$ cat src/rtl/pe_operand_feeder_if.sv
// Upstream pair stream into the PE operand feeder: valid/ready handshake
// carrying one (weight, activation, last) pair per transfer.
interface pe_operand_feeder_if;
  logic       i_valid;
  logic       o_ready;
  logic [3:0] i_weight;
  logic [7:0] i_activation;
  logic       i_last;

  modport master (output i_valid, i_weight, i_activation, i_last, input o_ready);
  modport slave  (input i_valid, i_weight, i_activation, i_last, output o_ready);
endinterface

$ cat src/rtl/pe_operand_feeder.sv
// Sparsity-skipping operand issue front end: buffers pairs, drops zero pairs,
// and brackets each vector with a clear pulse and a pipeline-aligned done pulse.
module pe_operand_feeder #(
  parameter int DEPTH     = 4,
  parameter int DRAIN_LAT = 2
) (
  input  logic                clk,
  input  logic                reset,
  pe_operand_feeder_if.slave  up,
  input  logic                i_stall,
  output logic [3:0]          o_weight,
  output logic [7:0]          o_activation,
  output logic                o_issue,
  output logic                o_clear,
  output logic                o_done,
  output logic [15:0]         o_issue_count,
  output logic [15:0]         o_skip_count
);

  localparam int AW = $clog2(DEPTH);
  localparam int CW = AW + 1;
  localparam int DW = $clog2(DRAIN_LAT + 2);

  typedef enum logic [1:0] {IDLE, RUN, DRAIN} state_t;

  typedef struct packed {
    logic       last;
    logic [3:0] weight;
    logic [7:0] activation;
  } entry_t;

  entry_t         mem [DEPTH];
  logic [AW-1:0]  wr_ptr, rd_ptr;
  logic [CW-1:0]  count_q, count_d;
  logic           ready_q, ready_d;
  state_t         state_q, state_d;
  logic [DW-1:0]  drain_q, drain_d;

  logic           push, pop, empty, head_zero;
  entry_t         head;
  logic           clear_d, done_d, issue_d;
  logic [3:0]     weight_d;
  logic [7:0]     act_d;
  logic [15:0]    issue_cnt_d, skip_cnt_d;

  assign up.o_ready = ready_q;

  // NOTE: every signal written here gets a default first, so no path can
  // leave it unassigned and infer a latch.
  always_comb begin
    push        = up.i_valid && ready_q;
    empty       = (count_q == '0);
    head        = mem[rd_ptr];
    head_zero   = (head.weight == '0) || (head.activation == '0);
    state_d     = state_q;
    drain_d     = drain_q;
    pop         = 1'b0;
    clear_d     = 1'b0;
    done_d      = 1'b0;
    issue_d     = 1'b0;
    weight_d    = '0;
    act_d       = '0;
    issue_cnt_d = o_issue_count;
    skip_cnt_d  = o_skip_count;

    case (state_q)
      IDLE: begin
        if (!empty) begin
          clear_d     = 1'b1;
          issue_cnt_d = '0;
          skip_cnt_d  = '0;
          state_d     = RUN;
        end
      end
      RUN: begin
        if (!empty && !i_stall) begin
          pop = 1'b1;
          if (!head_zero) begin
            issue_d  = 1'b1;
            weight_d = head.weight;
            act_d    = head.activation;
            if (o_issue_count != 16'hFFFF) issue_cnt_d = o_issue_count + 16'd1;
          end else if (o_skip_count != 16'hFFFF) begin
            skip_cnt_d = o_skip_count + 16'd1;
          end
          if (head.last) begin
            state_d = DRAIN;
            drain_d = DW'(DRAIN_LAT);
          end
        end
      end
      DRAIN: begin
        // Outputs stay 0/0 while the PE shifter and accumulator registers settle.
        if (drain_q == '0) begin
          done_d  = 1'b1;
          state_d = IDLE;
        end else begin
          drain_d = drain_q - 1'b1;
        end
      end
      default: state_d = IDLE;
    endcase

    case ({push, pop})
      2'b10:   count_d = count_q + 1'b1;
      2'b01:   count_d = count_q - 1'b1;
      default: count_d = count_q;
    endcase
    ready_d = (count_d != CW'(DEPTH));
  end

  // NOTE: the FIFO storage has no reset; the pointers and occupancy count
  // define which entries are meaningful, so stale contents are never read.
  always_ff @(posedge clk) begin
    if (push) mem[wr_ptr] <= '{last: up.i_last, weight: up.i_weight, activation: up.i_activation};
  end

  // NOTE: sequential state uses non-blocking assignments so every register
  // samples the pre-edge values computed above.
  always_ff @(posedge clk) begin
    if (reset) begin
      state_q       <= IDLE;
      drain_q       <= '0;
      wr_ptr        <= '0;
      rd_ptr        <= '0;
      count_q       <= '0;
      ready_q       <= 1'b1;
      o_weight      <= '0;
      o_activation  <= '0;
      o_issue       <= 1'b0;
      o_clear       <= 1'b0;
      o_done        <= 1'b0;
      o_issue_count <= '0;
      o_skip_count  <= '0;
    end else begin
      state_q       <= state_d;
      drain_q       <= drain_d;
      count_q       <= count_d;
      ready_q       <= ready_d;
      if (push) wr_ptr <= wr_ptr + 1'b1;
      if (pop)  rd_ptr <= rd_ptr + 1'b1;
      o_weight      <= weight_d;
      o_activation  <= act_d;
      o_issue       <= issue_d;
      o_clear       <= clear_d;
      o_done        <= done_d;
      o_issue_count <= issue_cnt_d;
      o_skip_count  <= skip_cnt_d;
    end
  end

endmodule

$ cat src/flat_wrapper.sv
// flat-port wrapper written by rule: the top's interface ports become plain ports
module pe_operand_feeder_flat 
#(
  parameter int DEPTH     = 4,
  parameter int DRAIN_LAT = 2
)
  (clk, reset, i_stall, o_weight, o_activation, o_issue, o_clear, o_done, o_issue_count, o_skip_count, up_i_valid, up_i_weight, up_i_activation, up_i_last, up_o_ready);
  pe_operand_feeder_if up_i ();
  input  logic clk;
  input  logic reset;
  input  logic i_stall;
  output logic [3:0] o_weight;
  output logic [7:0] o_activation;
  output logic o_issue;
  output logic o_clear;
  output logic o_done;
  output logic [15:0] o_issue_count;
  output logic [15:0] o_skip_count;
  input wire logic [$bits(up_i.i_valid)-1:0] up_i_valid;
  input wire logic [$bits(up_i.i_weight)-1:0] up_i_weight;
  input wire logic [$bits(up_i.i_activation)-1:0] up_i_activation;
  input wire logic [$bits(up_i.i_last)-1:0] up_i_last;
  output wire logic [$bits(up_i.o_ready)-1:0] up_o_ready;
  assign up_i.i_valid = up_i_valid;
  assign up_i.i_weight = up_i_weight;
  assign up_i.i_activation = up_i_activation;
  assign up_i.i_last = up_i_last;
  assign up_o_ready = up_i.o_ready;
  pe_operand_feeder #(.DEPTH(DEPTH), .DRAIN_LAT(DRAIN_LAT)) u_core (.clk(clk), .reset(reset), .up(up_i), .i_stall(i_stall), .o_weight(o_weight), .o_activation(o_activation), .o_issue(o_issue), .o_clear(o_clear), .o_done(o_done), .o_issue_count(o_issue_count), .o_skip_count(o_skip_count));
endmodule
$ cat config.mk
export PLATFORM = sky130hd
export DESIGN_NAME = pe_operand_feeder_flat
export DESIGN_NICKNAME = d
export VERILOG_FILES = /design/src/rtl/pe_operand_feeder_if.sv /design/src/rtl/pe_operand_feeder.sv /design/src/flat_wrapper.sv
export SDC_FILE = /design/constraint.sdc
export NUM_CORES = 1
export LEC_CHECK = 0
export CAP_MARGIN = 30
export CORE_MARGIN = 3
export CORE_UTILIZATION = 40
export CTS_CLUSTER_DIAMETER = 50
export DETAILED_ROUTE_END_ITERATION = 6
export RECOVER_POWER = 100
export SLEW_MARGIN = 20
export SYNTH_ARGS = -nofsm -noshare
export SYNTH_HDL_FRONTEND = slang
export SYNTH_SLANG_ARGS = --single-unit
$ cat constraint.sdc
create_clock -name clk -period 3 [get_ports clk]
set_clock_uncertainty 0.1 [all_clocks]
set_input_delay 0.6 -clock clk [delete_from_list [all_inputs] [get_ports clk]]
set_output_delay 0.6 -clock clk [all_outputs]
set_load 0.01 [all_outputs]
==> results.ini <==
[power_and_ir_drop]
power_leakage_nw = 2.40
comb_power_share_pct = 11.4
ir_worst_vdd_v = 0.000503
p_clk_share_pct = 47.0
power.share.sequential_pct = 41.7
power.internal_w = 0.00315
swShare_pct = 23.9
p_switching_w = 0.000990
powerDensity_nw_per_um2 = 645
finalPower_w = 0.00414

[detailed_routing]
dr.pass1.iters = 4
wl_per_cell_um = 16.1
num_vias = 3633
first_iter_violations = 204
ant_nets = 0
detail_route.vias_per_cell = 5.33
routed_wirelength_um = 11000
drc = 0

[worst_setup_path]
path_class = reg2reg
worstSetupEndpointType = flip-flop
cp-start-kind = flip-flop
arrival_ps = 2930
cp_max_fo = 13
required_ps = 3230

[sta]
max_freq_ghz = 0.370
drv_slew = 0
holdWs_ps = 373
tns_ps = 0
slew_headroom_pct = 16.1
finalHoldViolations = 0
rsz0062_at_grt = no
finalSetupViolCount = 0
worst_pin_slew_ps = 1260
min_period_ps = 2700
finalCritPeriodShare_pct = 90.0

[place]
hpwl_um = 7490
numPortBuffers = 64
dp_cells = 651
place.gp.congestion = 0.808

[clock_tree]
cts_root_buf = clkbuf_16
cts_buffers = 17
ctsResizeCount = 0
cts.sinks = 113
insertion_delay_ps = 410
htree_levels = 4
cts_buffer_depth = 2
cts_tree = yes
postCtsHoldBufs = 0
cts_setup_buffers = 0
cts.clk_slew.worst_paths_ps = 50

[synthesis]
yosysWarnings = 0
synth-simple-area-share_pct = 21.5
synthMuxAreaShare_pct = 8.95
synth_cell_types = 56
synth_compound_gate_area_share_pct = 7.36
synth_edf_count = 52
synthAdderAreaFrac_pct = 2.43
synth_top_family_by_area = simple AND/OR/NAND/NOR gates
ys_ff_latch = 113
syn_area_um2 = 4950
syn_nets = 450
synth.avg_cell_area_um2 = 11.7
synth-xor-area-share_pct = 0.885
ys.flop_type = dfxtp_1
synthCells = 424
ys_seq_area_share_pct = 56.2
async_flop_share_pct = 0

[die]
coreArea_um2 = 11800
io_pins = 65
fp.dieH_um = 117
rows = 39
dieWidth_um = 117
die_area_um2 = 13700
start_util_pct = 42.1

[grt]
grt_pass1_vias = 3448
antenna_found_initial = 0
grt.overflow.total = 0
grt_first_pass_wirelength_um = 17500
grt_usage_pct = 16.8
grt_max_degree = 31

[cells_and_area]
final_cells = 682
antenna_cells = 0
final_layout_size_suffix_gt1_share_pct = 12.9
fin_nets = 532
post-route-util_pct = 54.6
layout_commonest_cell = dlygate4sd3_1
syn2layout_area_growth_pct = 29.7
final_cell_mix = dlygate4sd3_1, dfxtp_1, edfxtp_1

[outcome]
status = finished, final reports clean

[hold_path]
holdCritPathClass = reg2reg

[flow_run]
cap_violations = 0

[cell families (layout without fill, tap and decap cells)]
kind of cell,count (synthesis),in the layout
AND/OR/NAND/NOR,186,186
flip-flops,113,113
AO/OA/AOI/OAI,52,52
buffers and inverters,31,125
multiplexers,28,28
adder cells (fa/ha/maj),9,9
XOR/XNOR,5,5
[critical path, cell delays in order, from the launching register on]
cell and delay, ps:
dfxtp_1 350, buf_12 180, mux4_2 580, nor4_4 380, a21o_1 360, clkbuf_1 340, nor4_1 130, nor3_1 190
[sequential cells by signal, indices dropped and copies added (netlist names), 3 cells and up, named ones only]
name / count
u_core.o_activation: 8
u_core.o_issue_count: 16
u_core.o_weight: 4
u_core.mem: 52
u_core.o_skip_count: 16
u_core.count_q: 3
[final timing paths]
check | startpoint | slack [ps] | cells after the start | end
min reg2reg | u_core.drain_q[1] | 370 | 2 | u_core.drain_q[1]
max reg2reg | flip-flop | 300 | 7 | u_core.o_issue_count[10]
max | flip-flop | 300 | 7 | u_core.o_issue_count[10]
min | u_core.drain_q[1] | 370 | 2 | u_core.drain_q[1]
[metrics by stage]
step	setup WS, ps	area [µm²]
after floorplan	399	4950
after global placement	97.1	5880
after detailed placement	-11.8	5880
after CTS	359	6450
after global routing	98.8	6420
final	301	6420
[layer usage]
metal | track usage, % | wire (µm) | vias up
met5 | 0 | 0 | -
met2 | 26.4 | 5210 | 88
li1 | - | - | 1776
met1 | 22.0 | 5070 | 1746
met3 | 5.76 | 529 | 23
met4 | 5.28 | 185 | 0
[Yosys cell counts, types with 2 or more instances]
cell type	count	share of area (%)
nand4b_1	2	0.35
nand2_1	43	3.3
nor3b_1	4	0.61
xnor2_1	2	0.35
edfxtp_1	52	32
a31o_2	3	0.53
or3_1	15	1.9
mux4_2	13	5.9
clkbuf_1	17	1.3
o311ai_0	3	0.53
o211ai_1	4	0.61
nor3_1	15	1.5
inv_1	7	0.53
or4b_2	2	0.40
a21o_1	3	0.46
or4_1	2	0.30
nor4_4	3	1.3
nand4_1	9	1.1
nor4b_1	5	0.89
dfxtp_1	61	25
mux2i_1	15	3.0
o31ai_1	3	0.46
xor2_1	3	0.53
a21oi_1	10	1.0
and4_1	5	0.89
a211oi_1	2	0.30
buf_1	3	0.23
nor4_1	4	0.51
o21ai_0	9	0.91
and2_1	3	0.38
nor4_2	2	0.51
nor2_1	22	1.7
nand2b_1	4	0.51
nand3_1	20	2.0
ha_1	8	2.0
buf_2	2	0.20
a31oi_1	3	0.38
nor2b_1	2	0.25
and3_1	22	2.8
[layout make-up]
cell class | instances | area, µm²
Sequential cell | 113 | 2780
Tap cell | 164 | 205
Inverter | 7 | 26.3
Timing Repair Buffer | 87 | 796
Clock inverter | 13 | 145
Clock buffer | 18 | 429
Multi-Input combinational cell | 280 | 2030
Fill cell | 1030 | 5340
[power groups by stage]
stage                     Clock, W  Combinational [W]  Sequential (W)
after floorplan                  0           0.000300         0.00175
after global placement           0           0.000483         0.00175
after detailed placement         0           0.000491         0.00175
final                      0.00194           0.000472         0.00172
after CTS                  0.00198           0.000492         0.00172
after global routing       0.00205           0.000521         0.00173
(Power assumes the default switching activity.)
